**src/rtl/prism_sp_cmd_wb_arbiter_if.sv**
```systemverilog
// Bundle of command-unit completion lines and the single writeback port
// shared between the arbiter (master) and the surrounding pipeline (slave).
interface prism_sp_cmd_wb_arbiter_if #(
  parameter int NUM_UNITS = 4,
  parameter int DATA_W    = 32,
  parameter int ID_W      = 3
);
  logic [NUM_UNITS-1:0]        unit_done;
  logic [NUM_UNITS*DATA_W-1:0] unit_rd;
  logic [NUM_UNITS*ID_W-1:0]   unit_id;
  logic [NUM_UNITS-1:0]        unit_ack;
  logic                        wb_done;
  logic [DATA_W-1:0]           wb_rd;
  logic [ID_W-1:0]             wb_id;
  logic                        wb_ack;
  logic [15:0]                 wb_count;

  modport master (
    input  unit_done, unit_rd, unit_id, wb_ack,
    output unit_ack, wb_done, wb_rd, wb_id, wb_count
  );

  modport slave (
    output unit_done, unit_rd, unit_id, wb_ack,
    input  unit_ack, wb_done, wb_rd, wb_id, wb_count
  );
endinterface

```
**src/rtl/prism_sp_cmd_wb_arbiter.sv**
```systemverilog
// Round-robin arbiter funnelling finished command-unit results into one
// single-entry writeback register, sustaining one result per cycle.
module prism_sp_cmd_wb_arbiter #(
  parameter int NUM_UNITS = 4,
  parameter int DATA_W    = 32,
  parameter int ID_W      = 3
) (
  input logic clk,
  input logic rst,
  prism_sp_cmd_wb_arbiter_if.master bus
);
  localparam int PTR_W = $clog2(NUM_UNITS);

  typedef enum logic {IDLE, HOLD} state_t;

  state_t            state, state_next;
  logic [PTR_W-1:0]  rr_ptr, rr_ptr_next;
  logic [PTR_W-1:0]  winner, idx;
  logic [PTR_W:0]    sum;
  logic              found, capture;
  logic [DATA_W-1:0] wb_rd_q;
  logic [ID_W-1:0]   wb_id_q;
  logic [15:0]       count_q;

  // First requesting unit at or above rr_ptr, wrapping modulo NUM_UNITS.
  always_comb begin
    found  = 1'b0;
    winner = '0;
    idx    = '0;
    sum    = '0;
    for (int k = 0; k < NUM_UNITS; k++) begin
      sum = {1'b0, rr_ptr} + (PTR_W+1)'(k);
      if (sum >= (PTR_W+1)'(NUM_UNITS)) sum = sum - (PTR_W+1)'(NUM_UNITS);
      idx = sum[PTR_W-1:0];
      if (!found && bus.unit_done[idx]) begin
        found  = 1'b1;
        winner = idx;
      end
    end
  end

  always_comb begin
    state_next   = state;
    rr_ptr_next  = rr_ptr;
    capture      = 1'b0;
    bus.unit_ack = '0;
    bus.wb_done  = (state == HOLD);
    // Acks are gated by rst so a held-high done cannot leak through reset.
    if (!rst && found && (state == IDLE || bus.wb_ack)) begin
      capture              = 1'b1;
      state_next           = HOLD;
      rr_ptr_next          = (winner == PTR_W'(NUM_UNITS-1)) ? '0 : winner + PTR_W'(1);
      bus.unit_ack[winner] = 1'b1;
    end else if (state == HOLD && bus.wb_ack) begin
      state_next = IDLE;
    end
  end

  always_ff @(posedge clk or posedge rst) begin
    if (rst) begin
      state  <= IDLE;
      rr_ptr <= '0;
    end else begin
      state  <= state_next;
      rr_ptr <= rr_ptr_next;
    end
  end

  always_ff @(posedge clk or posedge rst) begin
    if (rst) begin
      wb_rd_q <= '0;
      wb_id_q <= '0;
      count_q <= '0;
    end else begin
      if (capture) begin
        wb_rd_q <= bus.unit_rd[int'(winner)*DATA_W +: DATA_W];
        wb_id_q <= bus.unit_id[int'(winner)*ID_W +: ID_W];
      end
      if (state == HOLD && bus.wb_ack) count_q <= count_q + 16'd1;
    end
  end

  assign bus.wb_rd    = wb_rd_q;
  assign bus.wb_id    = wb_id_q;
  assign bus.wb_count = count_q;
endmodule
```
**src/flat_wrapper.sv**
```systemverilog
// flat-port wrapper written by rule: the top's interface ports become plain ports
module prism_sp_cmd_wb_arbiter_flat 
#(
  parameter int NUM_UNITS = 4,
  parameter int DATA_W    = 32,
  parameter int ID_W      = 3
)
  (clk, rst, bus_unit_done, bus_unit_rd, bus_unit_id, bus_wb_ack, bus_unit_ack, bus_wb_done, bus_wb_rd, bus_wb_id, bus_wb_count);
  prism_sp_cmd_wb_arbiter_if #(.NUM_UNITS(NUM_UNITS), .DATA_W(DATA_W), .ID_W(ID_W)) bus_i ();
  input logic clk;
  input logic rst;
  input wire logic [$bits(bus_i.unit_done)-1:0] bus_unit_done;
  input wire logic [$bits(bus_i.unit_rd)-1:0] bus_unit_rd;
  input wire logic [$bits(bus_i.unit_id)-1:0] bus_unit_id;
  input wire logic [$bits(bus_i.wb_ack)-1:0] bus_wb_ack;
  output wire logic [$bits(bus_i.unit_ack)-1:0] bus_unit_ack;
  output wire logic [$bits(bus_i.wb_done)-1:0] bus_wb_done;
  output wire logic [$bits(bus_i.wb_rd)-1:0] bus_wb_rd;
  output wire logic [$bits(bus_i.wb_id)-1:0] bus_wb_id;
  output wire logic [$bits(bus_i.wb_count)-1:0] bus_wb_count;
  assign bus_i.unit_done = bus_unit_done;
  assign bus_i.unit_rd = bus_unit_rd;
  assign bus_i.unit_id = bus_unit_id;
  assign bus_i.wb_ack = bus_wb_ack;
  assign bus_unit_ack = bus_i.unit_ack;
  assign bus_wb_done = bus_i.wb_done;
  assign bus_wb_rd = bus_i.wb_rd;
  assign bus_wb_id = bus_i.wb_id;
  assign bus_wb_count = bus_i.wb_count;
  prism_sp_cmd_wb_arbiter #(.NUM_UNITS(NUM_UNITS), .DATA_W(DATA_W), .ID_W(ID_W)) u_core (.clk(clk), .rst(rst), .bus(bus_i));
endmodule
```
**config.mk**
```make
export PLATFORM = sky130hd
export DESIGN_NAME = prism_sp_cmd_wb_arbiter_flat
export DESIGN_NICKNAME = d
export VERILOG_FILES = /design/src/rtl/prism_sp_cmd_wb_arbiter_if.sv /design/src/rtl/prism_sp_cmd_wb_arbiter.sv /design/src/flat_wrapper.sv
export SDC_FILE = /design/constraint.sdc
export NUM_CORES = 1
export LEC_CHECK = 0
export BUFFER_PORTS_ARGS = -buffer_cell sky130_fd_sc_hd__buf_2
export CORE_UTILIZATION = 40
export CTS_CLUSTER_DIAMETER = 120
export CTS_CLUSTER_SIZE = 14
export DETAILED_ROUTE_END_ITERATION = 10
export PLACE_DENSITY = 0.75
export SLEW_MARGIN = 20
export SYNTH_ARGS = -nofsm -noshare
export SYNTH_HDL_FRONTEND = slang
export SYNTH_SLANG_ARGS = --single-unit
```
**constraint.sdc**
```tcl
create_clock -name clk -period 2.4 [get_ports clk]
set_clock_uncertainty 0.15 [all_clocks]
set_input_delay 0.48 -clock clk [delete_from_list [all_inputs] [get_ports clk]]
set_output_delay 0.48 -clock clk [all_outputs]
set_load 0.1 [all_outputs]
```
==> impl_metrics.yaml <==
sta:
  finalCriticalPeriod_ps: 2360
  rsz0062_at_grt: "true"
  setup_ws_ps: 35.4
  final_hold_viol_count: 0
  timing.final.crit_share_pct: 98.5
  fmax_mhz: 423
  slew_headroom_pct: 55.5
  finalSetupViolations: 0
  worst_slew_pin_slew_ps: 667
  slew_viol_final: 0
grt:
  grt_max_degree: 38
  antenna_found_initial: 0
  grt_pass1_vias: 3627
  gr-usage-all-layers_pct: 25.9
  overflow: 0
  grt_pass1_wl_um: 17500
floorplanning:
  fp.dieH_um: 93.4
  initial_core_util_pct: 42.3
  fp.dieW_um: 93.4
  coreArea_um2: 7890
  num_io_pins: 203
  rows: 32
  die_area_um2: 8720
clock_tree:
  cts_sinks: 54
  clk_latency_ps: 300
  h-tree-depth: 2
  clk_pin_slew_ps: 90
  clock_path_buffers: 2
  tritoncts: "built"
  hold_buffers: 0
  cts_buffers: 5
  root_buffer: "clkbuf_8"
power_and_ir_drop:
  finalPower_mw: 4.91
  clockPowerShare_pct: 9.9
  switching_share_pct: 58.1
  power_frac_seq_pct: 26.4
  irDropWorstVdd_mv: 0.687
  power_density_nw_per_um2: 1030
  comb_power_share_pct: 63.7
  switching_power_mw: 2.85
  p_leak_nw: 2.27
  internal_power_mw: 2.06
placement:
  gp_congestion: 0.902
  io_buffers: 202
  hpwl_um: 8360
  post-place-ws_ps: 29.3
  placed_cells: 675
  postPlaceCellArea_um2: 4660
job:
  cap_violations: 0
cells_and_area:
  area_growth_pct: 43.0
  fin_cells: 686
  drive_gt1_share_pct: 44.2
  final_core_util_pct: 60.5
  nets: 732
  num_antenna_cells: 0
  fin_area_um2: 4780
drt:
  vias: 3880
  vias_per_cell: 5.66
  ant_nets: 0
  route.detailed.drc: 0
  routed_wl_um: 11500
  wl_per_cell_um: 16.7
  drtIter0Drc: 195
  dr.pass1.iters: 6
synth:
  synth-seq-cells: 54
  netlist_area_um2: 3340
  yosysWarningCount: 0
  yosysMostFrequentCell: "dfrtp_1"
  postSynthAreaPerCell_um2: 8.70
  yosys.area.top_type: "dfrtp_1"
  synth-seq-area-share_pct: 40.5
  async_reset_ff_share_pct: 100
  synthTopCellsByArea: "dfrtp_1, a21o_1, a22oi_1"
  synth_edf_count: 0
  synth_fp_nets: 532
  syn_inst: 384
  yosys_most_used_dff: "dfrtp_1"
  synth_common_cells: "dfrtp_1, nor2_1, nand3_1"
  yosys.area.top_type_share_pct: 40.5
  synthDistinctLibCells: 42
critical_path:
  reg2regPathDepth: 6
  crit_required_ps: 1770
  arrival_ps: 1730
  crit_type: "reg2out"
  end_kind: "output pin"
  cp-start-kind: "flop"
  critPathMaxFanout: 6
hold_path:
  holdCritPathClass: "in2async"
run_status:
  status: "complete, no violations"
-- metal layers --
layer,GRT usage (%),routed length [um],vias to the layer above
met4,8.46,235,0
met3,3.90,955,20
met2,45.2,5630,210
met5,0,0,-
met1,32.7,4670,1817
li1,-,-,1833
-- state kept, by name, summed over array words and instances, names as in the netlist --
| register | count |
|---|---|
| u_core.bus.wb_rd | 32 |
| u_core.bus.wb_count | 16 |
| u_core.bus.wb_id | 3 |
| u_core.rr_ptr | 2 |
| u_core.bus.wb_done | 1 |
-- area by class of cell --
| class | instances | area, um^2 |
|---|---|---|
| clock inverters | 1 | 7.51 |
| inverters | 3 | 15.0 |
| flip-flops and latches | 54 | 1360 |
| well taps | 102 | 128 |
| clock buffers | 6 | 72.6 |
| multi-input cells | 292 | 1870 |
| fillers | 710 | 3110 |
| repair buffers | 228 | 1330 |
-- critical path, cell delays in order, from the launching register on --
cell	delay, ps
dfrtp_2	470
nand2_2	140
a21oi_2	100
nor3_4	210
nand2_4	100
nor3_4	220
buf_12	200
-- cells in the final DEF (no fill, tap or decap), types with 3 or more instances in the layout --
master,count
buf_4,21
a21oi_1,3
and4_1,3
dfrtp_1,51
nand2_1,9
xnor2_1,11
nor2_1,44
a31oi_1,35
xor2_1,4
a22oi_1,35
nand4_1,4
nand3_1,40
buf_2,198
dfrtp_2,3
o21ai_1,30
buf_12,9
clkbuf_8,5
a21o_1,35
o21ai_0,10
-- through the flow --
step,setup TNS [ps],hold WS (ps)
global placement,0,308
detailed placement,0,328
global route,-66.7,217
floorplan,-496,409
CTS,0,185
finish,0,184
-- kinds of logic after synthesis --
group	share of synthesized area [%]
buffers and inverters	5.88
XOR/XNOR	3.93
flip-flops	40.5
adder cells (fa/ha/maj)	0.375
AND/OR/NAND/NOR	16.5
AO/OA/AOI/OAI	32.2
multiplexers	0.637
-- power by group through the flow --
stage | clock (mW) | sequential (mW) | combinational, mW
finish | 0.487 | 1.30 | 3.13
global route | 0.531 | 1.33 | 3.27
CTS | 0.508 | 1.30 | 3.12
detailed placement | 0 | 1.32 | 3.10
global placement | 0 | 1.31 | 3.06
floorplan | 0 | 2.82 | 0.881
-- worst paths after layout --
path / from / endpoint / slack (ps)
min in group clk: rst / u_core.bus.wb_done$_DFFE_PP0P_ / 310
hold / removal: rst / u_core.bus.wb_rd[24]$_DFFE_PP0P_ / 180
hold reg to reg: u_core.bus.wb_count[15]$_DFFE_PP0P_ / u_core.bus.wb_count[15]$_DFFE_PP0P_ / 330
setup / recovery: u_core.rr_ptr[1]$_DFFE_PP0P_ / bus_unit_ack[3] / 40
setup reg to reg: u_core.rr_ptr[1]$_DFFE_PP0P_ / u_core.bus.wb_rd[2]$_DFFE_PP0P_ / 410
max in group asynchronous: rst / u_core.bus.wb_rd[26]$_DFFE_PP0P_ / 1360
-- timing repair --
action	4_1_cts	5_1_grt
setup buffers	2	2
cloned	0	0
setup endpoints to repair	2	3
hold endpoints to repair	0	0
pin swaps	1	1
gates resized for setup	1	3
No activity file was read; power rests on OpenSTA's default activity.
